### src/rtl/baud_gen_os_pkg.sv
// Shared definitions for the oversampling baud generator.
//   baud_div_t   : divisor as {int_part, frac_part}
//   default_div(): reset-time divisor from clock rate, baud rate,
//                  oversample factor and fractional width
package baud_pkg;

  localparam int OVERSAMPLE_DEFAULT = 16;

  typedef struct packed {
    logic [63:0] int_part;
    logic [63:0] frac_part;
  } baud_div_t;

  // All arithmetic is 64-bit so that the fractional scaling does not overflow.
  function automatic baud_div_t default_div(input longint unsigned clk_hz,
                                            input longint unsigned baudrate,
                                            input longint unsigned oversample,
                                            input int unsigned     frac_w);
    longint unsigned tick_hz;
    baud_div_t       d;
    tick_hz     = baudrate * oversample;
    d.int_part  = clk_hz / tick_hz;
    d.frac_part = ((clk_hz << frac_w) / tick_hz) % (64'd1 << frac_w);
    return d;
  endfunction

endpackage

### src/rtl/baud_gen_os_if.sv
// Programming and tick interface of the oversampling baud generator.
//   master : register block / FSM side (drives divisor, load, restarts)
//   slave  : baud generator side (drives ticks and busy)
// Signals:
//   i_div_int    integer clocks per oversample tick
//   i_div_frac   fractional part, units of 1/2^FRAC_W clock
//   i_div_load   one-cycle strobe capturing the divisor into the pending register
//   i_tx_restart clears the TX phase
//   i_rx_restart clears the RX phase
//   o_os_tick    oversample tick pulse
//   o_tx_tick    one pulse per bit
//   o_rx_sample  mid-bit sample pulse
//   o_div_busy   loaded divisor pending, not yet active
interface baud_gen_os_if #(
  parameter int DIV_W  = 16,
  parameter int FRAC_W = 4
);
  logic [DIV_W-1:0]  i_div_int;
  logic [FRAC_W-1:0] i_div_frac;
  logic              i_div_load;
  logic              i_tx_restart;
  logic              i_rx_restart;
  logic              o_os_tick;
  logic              o_tx_tick;
  logic              o_rx_sample;
  logic              o_div_busy;

  modport master (
    output i_div_int, i_div_frac, i_div_load, i_tx_restart, i_rx_restart,
    input  o_os_tick, o_tx_tick, o_rx_sample, o_div_busy
  );

  modport slave (
    input  i_div_int, i_div_frac, i_div_load, i_tx_restart, i_rx_restart,
    output o_os_tick, o_tx_tick, o_rx_sample, o_div_busy
  );
endinterface

### src/rtl/baud_gen_os_phase_ctr.sv
// Phase counter for one derived tick stream (TX bit tick or RX mid-bit sample).
// Counts oversample periods 0..OVERSAMPLE-1 and emits a registered pulse,
// aligned with the registered os tick, on the wrap whose pre-increment phase
// equals HIT_POINT.
// Ports:
//   i_clk   clock
//   reset   synchronous active-high reset
//   restart clear phase to 0; suppresses a hit in the same cycle
//   os_tick period-wrap strobe (combinational, one cycle before o_os_tick)
//   hit     registered one-cycle pulse
module baud_phase_ctr
  import baud_pkg::*;
#(
  parameter int OVERSAMPLE = OVERSAMPLE_DEFAULT,
  parameter int HIT_POINT  = OVERSAMPLE - 1
) (
  input  logic i_clk,
  input  logic reset,
  input  logic restart,
  input  logic os_tick,
  output logic hit
);

  localparam int              PH_W = $clog2(OVERSAMPLE);
  localparam logic [PH_W-1:0] HIT  = PH_W'(HIT_POINT);

  logic [PH_W-1:0] phase;

  // NOTE: registers use non-blocking assignments so every update in this
  // block sees the pre-edge phase value, regardless of statement order.
  always_ff @(posedge i_clk) begin
    if (reset) begin
      phase <= '0;
      hit   <= 1'b0;
    end else if (restart) begin
      phase <= '0;
      hit   <= 1'b0;
    end else begin
      hit <= os_tick && (phase == HIT);
      // OVERSAMPLE is a power of two, so the natural wrap is the modulo.
      if (os_tick) phase <= phase + PH_W'(1);
    end
  end

endmodule

### src/rtl/baud_gen_os.sv
// Oversampling baud tick generator with runtime-programmable divisor.
// Produces an oversample tick, a per-bit TX tick and a mid-bit RX sample tick;
// TX and RX phases restart independently.
// Ports:
//   i_clk  clock
//   reset  synchronous active-high reset
//   bus    baud_gen_os_if.slave (divisor load, restarts, ticks, busy)
// Build option:
//   BAUD_GEN_FRAC_EN defined   -> fractional accumulator stretches periods by
//                                 one clock on accumulator overflow.
//   BAUD_GEN_FRAC_EN undefined -> period is exactly the integer divisor;
//                                 i_div_frac is ignored.
module baud_gen_os
  import baud_pkg::*;
#(
  parameter int unsigned CLK_HZ     = 100_000_000,
  parameter int unsigned BAUDRATE   = 921600,
  parameter int unsigned OVERSAMPLE = OVERSAMPLE_DEFAULT,
  parameter int          DIV_W      = 16,
  parameter int          FRAC_W     = 4
) (
  input logic          i_clk,
  input logic          reset,
  baud_gen_os_if.slave bus
);

  localparam baud_div_t DEF_DIV = default_div(64'(CLK_HZ), 64'(BAUDRATE),
                                              64'(OVERSAMPLE), FRAC_W);
  localparam logic [DIV_W-1:0] DEF_INT = DIV_W'(DEF_DIV.int_part);

  if (DEF_DIV.int_part < 64'd2 || DEF_DIV.int_part >= (64'd1 << DIV_W)) begin : g_bad_default
    $error("baud_gen_os: default integer divisor out of range");
  end

  if (OVERSAMPLE < 4 || (OVERSAMPLE & (OVERSAMPLE - 1)) != 0) begin : g_bad_oversample
    $error("baud_gen_os: OVERSAMPLE must be a power of two >= 4");
  end

  logic [DIV_W-1:0] c;          // position within the current period
  logic [DIV_W-1:0] act_int;    // divisor in use
  logic [DIV_W-1:0] pend_int;   // divisor waiting for the next wrap
  logic             busy_q;
  logic             os_tick_q;

  logic [DIV_W-1:0] eff_int;
  logic [DIV_W:0]   last_c;
  logic             carry;
  logic             at_end;
  logic             both_restart;
  logic             wrap;

  // Divisors below 2 cannot produce a distinct tick cycle, so they run at 2.
  assign eff_int = (act_int < DIV_W'(2)) ? DIV_W'(2) : act_int;

`ifdef BAUD_GEN_FRAC_EN
  localparam logic [FRAC_W-1:0] DEF_FRAC = FRAC_W'(DEF_DIV.frac_part);

  logic [FRAC_W-1:0] acc;
  logic [FRAC_W-1:0] act_frac;
  logic [FRAC_W-1:0] pend_frac;
  logic [FRAC_W:0]   frac_sum;

  // The carry only matters at c == P-1; acc is stable across the period,
  // so evaluating it every cycle gives the same P throughout.
  assign frac_sum = {1'b0, acc} + {1'b0, act_frac};
  assign carry    = frac_sum[FRAC_W];

  always_ff @(posedge i_clk) begin
    if (reset) begin
      acc       <= '0;
      act_frac  <= DEF_FRAC;
      pend_frac <= DEF_FRAC;
    end else begin
      if (both_restart) begin
        acc <= '0;
      end else if (at_end) begin
        acc <= frac_sum[FRAC_W-1:0];
        if (busy_q) act_frac <= pend_frac;
      end
      if (bus.i_div_load) pend_frac <= bus.i_div_frac;
    end
  end
`else
  logic unused_div_frac;
  assign unused_div_frac = ^bus.i_div_frac;
  assign carry           = 1'b0;
`endif

  assign last_c       = {1'b0, eff_int} + (DIV_W+1)'(carry) - (DIV_W+1)'(1);
  assign at_end       = ({1'b0, c} == last_c);
  // Both restarts together restart the period, so that cycle never wraps.
  assign both_restart = bus.i_tx_restart & bus.i_rx_restart;
  assign wrap         = at_end & ~both_restart;

  always_ff @(posedge i_clk) begin
    if (reset) begin
      c         <= '0;
      os_tick_q <= 1'b0;
      busy_q    <= 1'b0;
      // NOTE: divisor registers reset to the computed defaults rather than
      // zero so the generator ticks at the nominal rate straight out of reset.
      act_int   <= DEF_INT;
      pend_int  <= DEF_INT;
    end else begin
      os_tick_q <= wrap;

      if (both_restart) begin
        c <= '0;
      end else if (at_end) begin
        c <= '0;
        // The period just finished ran at the old divisor; swap in the new one.
        if (busy_q) act_int <= pend_int;
      end else begin
        c <= c + DIV_W'(1);
      end

      // A load on the wrap cycle still lands in pending for the next wrap.
      if (bus.i_div_load) begin
        pend_int <= bus.i_div_int;
        busy_q   <= 1'b1;
      end else if (wrap) begin
        busy_q <= 1'b0;
      end
    end
  end

  assign bus.o_os_tick  = os_tick_q;
  assign bus.o_div_busy = busy_q;

  baud_phase_ctr #(
    .OVERSAMPLE (OVERSAMPLE),
    .HIT_POINT  (OVERSAMPLE - 1)
  ) u_tx_phase (
    .i_clk   (i_clk),
    .reset   (reset),
    .restart (bus.i_tx_restart),
    .os_tick (wrap),
    .hit     (bus.o_tx_tick)
  );

  baud_phase_ctr #(
    .OVERSAMPLE (OVERSAMPLE),
    .HIT_POINT  (OVERSAMPLE / 2 - 1)
  ) u_rx_phase (
    .i_clk   (i_clk),
    .reset   (reset),
    .restart (bus.i_rx_restart),
    .os_tick (wrap),
    .hit     (bus.o_rx_sample)
  );

endmodule

### src/flat_wrapper.sv
// flat-port wrapper written by rule: the top's interface ports become plain ports
module baud_gen_os_flat import baud_pkg::*;
#(
  parameter int unsigned CLK_HZ     = 100_000_000,
  parameter int unsigned BAUDRATE   = 921600,
  parameter int unsigned OVERSAMPLE = OVERSAMPLE_DEFAULT,
  parameter int          DIV_W      = 16,
  parameter int          FRAC_W     = 4
)
  (i_clk, reset, bus_i_div_int, bus_i_div_frac, bus_i_div_load, bus_i_tx_restart, bus_i_rx_restart, bus_o_os_tick, bus_o_tx_tick, bus_o_rx_sample, bus_o_div_busy);
  baud_gen_os_if #(.DIV_W(DIV_W), .FRAC_W(FRAC_W)) bus_i ();
  input logic i_clk;
  input logic reset;
  input wire logic [$bits(bus_i.i_div_int)-1:0] bus_i_div_int;
  input wire logic [$bits(bus_i.i_div_frac)-1:0] bus_i_div_frac;
  input wire logic [$bits(bus_i.i_div_load)-1:0] bus_i_div_load;
  input wire logic [$bits(bus_i.i_tx_restart)-1:0] bus_i_tx_restart;
  input wire logic [$bits(bus_i.i_rx_restart)-1:0] bus_i_rx_restart;
  output wire logic [$bits(bus_i.o_os_tick)-1:0] bus_o_os_tick;
  output wire logic [$bits(bus_i.o_tx_tick)-1:0] bus_o_tx_tick;
  output wire logic [$bits(bus_i.o_rx_sample)-1:0] bus_o_rx_sample;
  output wire logic [$bits(bus_i.o_div_busy)-1:0] bus_o_div_busy;
  assign bus_i.i_div_int = bus_i_div_int;
  assign bus_i.i_div_frac = bus_i_div_frac;
  assign bus_i.i_div_load = bus_i_div_load;
  assign bus_i.i_tx_restart = bus_i_tx_restart;
  assign bus_i.i_rx_restart = bus_i_rx_restart;
  assign bus_o_os_tick = bus_i.o_os_tick;
  assign bus_o_tx_tick = bus_i.o_tx_tick;
  assign bus_o_rx_sample = bus_i.o_rx_sample;
  assign bus_o_div_busy = bus_i.o_div_busy;
  baud_gen_os #(.CLK_HZ(CLK_HZ), .BAUDRATE(BAUDRATE), .OVERSAMPLE(OVERSAMPLE), .DIV_W(DIV_W), .FRAC_W(FRAC_W)) u_core (.i_clk(i_clk), .reset(reset), .bus(bus_i));
endmodule
### config.mk
export PLATFORM = sky130hd
export DESIGN_NAME = baud_gen_os_flat
export DESIGN_NICKNAME = d
export VERILOG_FILES = /design/src/rtl/baud_gen_os_pkg.sv /design/src/rtl/baud_gen_os_if.sv /design/src/rtl/baud_gen_os_phase_ctr.sv /design/src/rtl/baud_gen_os.sv /design/src/flat_wrapper.sv
export SDC_FILE = /design/constraint.sdc
export NUM_CORES = 1
export LEC_CHECK = 0
export ABC_AREA = 0
export CORE_UTILIZATION = 35
export CTS_CLUSTER_DIAMETER = 40
export DETAILED_ROUTE_END_ITERATION = 6
export PLACE_DENSITY = 0.65
export SYNTH_ARGS = -nofsm -noshare
export SYNTH_HDL_FRONTEND = slang
export SYNTH_SLANG_ARGS = --single-unit
### constraint.sdc
create_clock -name i_clk -period 4.95 [get_ports i_clk]
set_input_delay 0.7425 -clock i_clk [delete_from_list [all_inputs] [get_ports i_clk]]
set_output_delay 0.7425 -clock i_clk [all_outputs]
set_load 0.05 [all_outputs]
==> flow_summary_export.csv <==
group,metric,value,unit
run_status,outcome,"finished, final reports clean",
clock_tree,clk_transition_reported_paths,0.07,ns
drt,drt_first_iter_violations,78,
pwr,intPower,0.8607,mW
worst_setup_path,crit-reg2reg-launch,"u_core.act_int[6]",
floorplan,die_height,95.76,um
floorplan,die_width,95.76,um
synth,synth_area_per_cell,8.996,um^2
pwr,share_clk_of_total_power,47.9,%
drt,drt_pass1_iterations,4,
clock_tree,clock_sink_count,60,
sta,relSlewSlack,29.94,%
floorplan,core-area,8382,um^2
synth,synth.largest_area_cell,"dfxtp_1",
sta,timing.final.ws_setup,0.2534,ns
pwr,swShare,20.64,%
drt,drc,0,
synth,mappedNetlistArea,3077,um^2
synth,synth.lib_cells_used.distinct,53,
drt,route.antenna.remaining_nets,0,
cells_and_area,filler_cell_count,808,
clock_tree,cts-hold-fix-buffers,0,
clock_tree,tritoncts,"yes",
synth,synth-async-reset-ratio,0,%
job,max_cap_violations,0,
worst_setup_path,worst_path_largest_cell_delay,0.62,ns
place,gpl.final_weighted_congestion,0.8722,
cells_and_area,layout.cells.most_common,"dfxtp_1",
worst_setup_path,cpMaxStageDelayCell,"or4_4",
worst_setup_path,worst_path_buffer_plus_inverter_count,0,
clock_tree,ctsHtreeMaxLevel,3,
global_route,initial_antenna_violation_count,0,
clock_tree,post_cts_resized,0,
global_route,grt_pass1_wl,10560,um
drt,vias,2429,
worst_setup_path,cells_along_the_critical_path,"or4_4, o41ai_1, ha_1, nor3b_1, nand4_1, o211ai_1, o211ai_1, or4_4, or4b_4, or3_1, a21boi_1",
worst_setup_path,cp_max_fo,8,
min_path,hp-start,"u_core.u_tx_phase.phase[3]",
global_route,globalRoute.totalOverflow,0,
floorplan,row_count,33,
cells_and_area,final_layout_size_suffix_gt1_share,8.791,%
drt,routed_wire_length_per_instance,13.06,um
clock_tree,cts-root-to-sink-buffers,2,
worst_setup_path,setup.worst_path.class,"reg -> reg",
cells_and_area,layoutNonFillerInstCount,469,
synth,synthDominantCellAreaShare,39.04,%
min_path,min_path_type,"reg -> reg",
global_route,grt_max_degree,45,
pwr,p_leak,1.299,nW
sta,timing.hold.ws,0.4637,ns
clock_tree,cts-root-buf,"clkbuf_8",
floorplan,design.portCount,29,
worst_setup_path,cp_data_required_time,5.22,ns
sta,final-max-slew-violation-count,0,
place,numPlacedInstances,453,
clock_tree,cts_post_setup_buffers_inserted,0,
floorplan,start_util,36.71,%
sta,finalSetupViolations,0,
synth,yosys-top-cells-area,"dfxtp_1 (39%), mux2i_1 (11%), nor2_1 (5.1%), nor3_1 (4.7%), xnor2_1 (4.3%)",
pwr,p_switching,0.2239,mW
sta,final.period_utilization,94.88,%
pwr,p_comb_share,5.8,%
synth,synthesis.nets,371,
worst_setup_path,worst_path_dominant_cell_family,"simple AND/OR/NAND/NOR gates",
sta,worst_pin_slew,1.047,ns
clock_tree,tritoncts.num_buffers,9,
sta,period_minus_slack,4.697,ns
place,port_buffers,24,
place,pre_cts_slack,0.3700,ns
global_route,grt_pass1_vias,2238,
synth,netlist_instances,342,
cells_and_area,n_antenna_cell,0,
pwr,power-per-cell-area,300.3,nW/um^2
synth,synth_ff_type,"dfxtp_1",
sta,grt_setup_unrepaired,"no",
worst_setup_path,startpoint_type,"flip-flop",
place,dp_hpwl,4409,um
pwr,sequentialPowerShare,46.3,%
floorplan,design.die.area,9170,um^2
sta,achievable-frequency,212.9,MHz
global_route,grtUsageTotal,15.00,%
drt,routed_wl,6125,um
sta,hold_viol_final,0,
pwr,vdd.ir_drop.worst,262.2,uV
synth,synth-seq-area-share,39.04,%
clock_tree,clock_latency_at_the_later_pin_of_the_worst_skew_pair,0.33,ns
cells_and_area,layout.cells.most_common_list,"dfxtp_1 (60), nor2_1 (42), mux2i_1 (35)",
worst_setup_path,end_kind,"flip-flop",
synth,synth_enable_flop_cells,0,
drt,detail_route.vias_per_cell,5.179,
synth,yosys_warnings,0,
worst_setup_path,cp-startpoint,"u_core.act_int[6]",
sta,finalClockSkew,0.006149,ns
worst_setup_path,critical_path_arrival,4.97,ns
cells_and_area,total_number_of_nets_in_the_final_design,388,
cells_and_area,flow.area_growth_from_synthesis,17.41,%
synth,postSynthRegisterBits,60,
sta,setup_tns,0,ns
## cells by family (layout without fill, tap and decap cells)
logic type / Yosys count / count (layout) / share of synthesized area, %
xor+xnor: 30 / 30 / 8.540
flops: 60 / 60 / 39.04
compound gates: 34 / 34 / 7.890
simple gates: 151 / 151 / 27.49
buf+inv: 28 / 50 / 4.026
fa+ha+maj: 4 / 4 / 1.627
mux: 35 / 35 / 11.39
## stage by stage
step | total power [mW] | cell area, um^2 | util, %
6_report | 1.085 | 3612 | 43.10
5_1_grt | 1.128 | 3612 | 43.10
4_1_cts | 1.101 | 3612 | 43.10
3_5_place_dp | 0.5772 | 3381 | 40.33
3_3_place_gp | 0.5756 | 3381 | 40.33
2_1_floorplan | 0.5506 | 3077 | -
## routing by layer
layer  track usage (%)  part of all wire, %  vias to the layer above
li1                  -                    -                     1261
met1             18.87                   49                     1115
met2             24.29                   46                       47
met3             3.712                  3.8                        6
met4             6.592                  1.3                        0
met5                 0                    0                        -
## synth_stat cells, types with 2 or more instances
| library cell | count |
|---|---|
| or3_1 | 3 |
| nor2b_1 | 3 |
| nand2_1 | 16 |
| and3_1 | 8 |
| o211ai_1 | 4 |
| o41ai_1 | 2 |
| a211o_1 | 3 |
| nand2b_1 | 3 |
| or4_1 | 2 |
| ha_1 | 4 |
| nor2_1 | 42 |
| o21ai_0 | 4 |
| nor4_1 | 4 |
| nand3_1 | 7 |
| nor3b_1 | 2 |
| dfxtp_1 | 60 |
| buf_1 | 2 |
| or2_2 | 2 |
| xor2_1 | 15 |
| a31oi_1 | 3 |
| a211oi_1 | 2 |
| nand4_1 | 8 |
| a21oi_1 | 6 |
| nand3b_1 | 2 |
| a31o_2 | 2 |
| nor4_4 | 2 |
| or4_4 | 3 |
| nor3_1 | 29 |
| buf_2 | 3 |
| mux2i_1 | 35 |
| clkbuf_1 | 16 |
| nor4b_1 | 3 |
| and2_1 | 3 |
| buf_6 | 2 |
| xnor2_1 | 15 |
| inv_1 | 5 |
## cell type report
| cell class | count | area (um^2) | area share, % |
|---|---|---|---|
| inverters | 5 | 18.77 | 0.5196 |
| well taps | 105 | 131.4 | 3.637 |
| clock buffers | 11 | 131.4 | 3.637 |
| repair buffers | 29 | 277.8 | 7.690 |
| flip-flops and latches | 60 | 1201 | 33.25 |
| multi-input cells | 254 | 1752 | 48.49 |
| clock inverters | 5 | 100.1 | 2.771 |
## state kept, by name, summed over array words and instances (netlist names)
| signal | flops |
|---|---|
| u_core.act_int | 16 |
| u_core.bus.o_div_busy | 1 |
| u_core.bus.o_os_tick | 1 |
| u_core.c | 16 |
| u_core.pend_int | 16 |
| u_core.u_rx_phase.hit | 1 |
| u_core.u_rx_phase.phase | 4 |
| u_core.u_tx_phase.hit | 1 |
| u_core.u_tx_phase.phase | 4 |
## final timing paths
check                           slack [ns]  cells after the start                          to
worst max-delay path                  0.25                     11  u_core.u_rx_phase.phase[3]
worst min-delay path                  0.46                      2       u_core.u_tx_phase.hit
worst max register to register        0.25                     11  u_core.u_rx_phase.phase[3]
worst min register to register        0.46                      2       u_core.u_tx_phase.hit
## worst min-delay path: cells and delay by family, from the launching register on
family           cells  cell delay (ns)
AND/OR/NAND/NOR      2             0.10
flip-flops           1             0.32
## power by group through the flow
stage               registers, mW  logic (mW)  clock network, mW
global route                0.504      0.0698              0.554
detailed placement          0.513      0.0639                  0
finish                      0.502      0.0629              0.519
floorplan                   0.512      0.0382                  0
CTS                         0.502      0.0639              0.534
global placement            0.513      0.0627                  0
Note: power is estimated with default switching activity, not from simulation.
==> patch, RTL diff (same settings) <==
The package constant `OVERSAMPLE_DEFAULT` goes from 16 to 32.
--- a/src/rtl/baud_gen_os_pkg.sv
+++ b/src/rtl/baud_gen_os_pkg.sv
@@ -5,5 +5,5 @@
 package baud_pkg;
 
-  localparam int OVERSAMPLE_DEFAULT = 16;
+  localparam int OVERSAMPLE_DEFAULT = 32;
 
   typedef struct packed {
Function: changed (a bounded check fails within 4 cycles, from zero or initial values and one cycle with reset high).
==> patch against the unedited design <==
- sequential share of layout area increased by 1.7 points
- sequential cell count increased by 2
- setup slack improved by 0.36 ns
- routed wire length decreased by 7.7%
- non-clock buffer count decreased by 1
- hold slack improved by 0.020 ns
- core utilization decreased by 0.13 points
- via count decreased by 5.7%
- design area decreased by 1.8%
- area after synthesis decreased by 2.2%
- largest cell class unchanged
- critical endpoint is now u_core.c[12]
Power is not compared: it rests on default switching activity, and its combinational part moved more than twofold at a synthesized area within 25%.
==> patch: results (changes against the unedited design) <==
Placed inst area = 0.003348 mm^2 (was 0.003381 mm^2)
VDD IR-drop max = 119.4 uV
Top cells by area, synth = dfxtp_1, mux2i_1, nor2_1 (unchanged)
CP delay by family, top = simple AND/OR/NAND/NOR gates (unchanged)
Post-synthesis xor/xnor area fraction = 0.09601 (was 0.08540)
Share of cells above drive strength 1 = 0.07799 (was 0.08791)
Crit path max fanout = 16 (was 8)
LEAKAGE = 1.316 nW
CTS H-tree lvls = 3 (unchanged)
Ys flop type = dfxtp_1 (unchanged)
GRT Overall Usage = 0.1403 (was 0.1500)
Worst hold-check path type = flop to flop (unchanged)
Area fraction in compound gates after synthesis = 0.08022 (was 0.07889)
Hold worst-path end = u_core.act_int[0] (was u_core.u_tx_phase.hit)
Pre-antenna DRT Iters = 4 (unchanged)
Status = completed (unchanged)
Clk pin slew, worst setup/hold paths = 0.07 ns (about the same)
Arr. time, crit path = 4.54 ns (was 4.97 ns)
First-pass GRT wire length = 9.749 mm (was 10.56 mm)
DP HPWL = 4.040 mm (was 4.409 mm)
Drt wl/cell = 12.18 um (was 13.06 um)
Largest net degree at the start of global routing = 37 (was 45)
Via density = 4.935 (was 5.179)
Mux share of post-synthesis cell area = 0.1135 (was 0.1139)
Slew margin rel. = 0.3634 (was 0.2994)
Crit-path max cell delay = 0.59 ns (was 0.62 ns)
Synth Area in Adders = 0.02494 (was 0.01627)
Worst Setup EP = u_core.c[12] (was u_core.u_rx_phase.phase[3])
CTS root buf = clkbuf_8 (unchanged)
Hold Path Stages = 2 (unchanged)
Largest regs = u_core.act_int x16, u_core.c x16, u_core.pend_int x16 (unchanged)
Syn_nets = 360 (was 371)
Hold path startpoint = u_core.pend_int[0] (was u_core.u_tx_phase.phase[3])
Critical path's slowest cell = nor3b_1 (was or4_4)
Sequential area share after synthesis = 0.4123 (was 0.3904)
Synth cell types = 49 (was 53)
Number of global-route vias before repair = 2,128 (was 2,238)
Violation count after the first detailed-routing iteration = 126 (was 78)
Clock skew = 0.007962 ns (was 0.006149 ns)
Core box area = 0.008258 mm^2 (was 0.008382 mm^2)
Filler cell count = 778 (was 808)
Synth cell count leaders = dfxtp_1, nor2_1, mux2i_1, xnor2_1, nand3_1 (was dfxtp_1, nor2_1, mux2i_1, nor3_1)
Final RePlAce weighted congestion = 0.7910 (was 0.8722)
Worst reg2reg path depth = 13 (was 11)
Crit. Startpoint = u_core.act_int[4] (was u_core.act_int[6])
Final-stage net count = 385 (was 388)
Worst R2R Setup Slack = 0.62 ns (was 0.25 ns)
patch: final cells by class:
cell class | instances | share of cell area
tap | 105 | 0.03702
timing repair buffer | 28 | 0.07616
inverter | 12 | 0.01269
clock buffer | 12 | 0.04372
clock inverter | 4 | 0.01269
sequential | 62 | 0.3498
multi-input combinational | 241 | 0.4679
patch: power breakdown:
part	internal [mW]	total, mW	switching [mW]
logic	0.0626	0.135	0.0726
registers	0.517	0.533	0.0167
clock network	0.257	0.446	0.189
patch: stage by stage:
step	hold WS [ns]	worst slack (ns)	std cells	utilization
4_1_cts	0.4787	0.6009	464	0.4297
6_report	0.4834	0.6162	464	0.4297
3_3_place_gp	0.4572	0.7296	448	0.4055
2_1_floorplan	0.4410	0.9976	329	-
5_1_grt	0.5230	0.1271	464	0.4297
3_5_place_dp	0.4600	0.6099	448	0.4055
patch: layer usage:
metal	vias up	part of all wire	track usage
met1	1062	0.50	0.1786
met3	9	0.040	0.05072
li1	1184	-	-
met4	0	0.0090	0.04545
met5	-	0	0
met2	35	0.46	0.2194
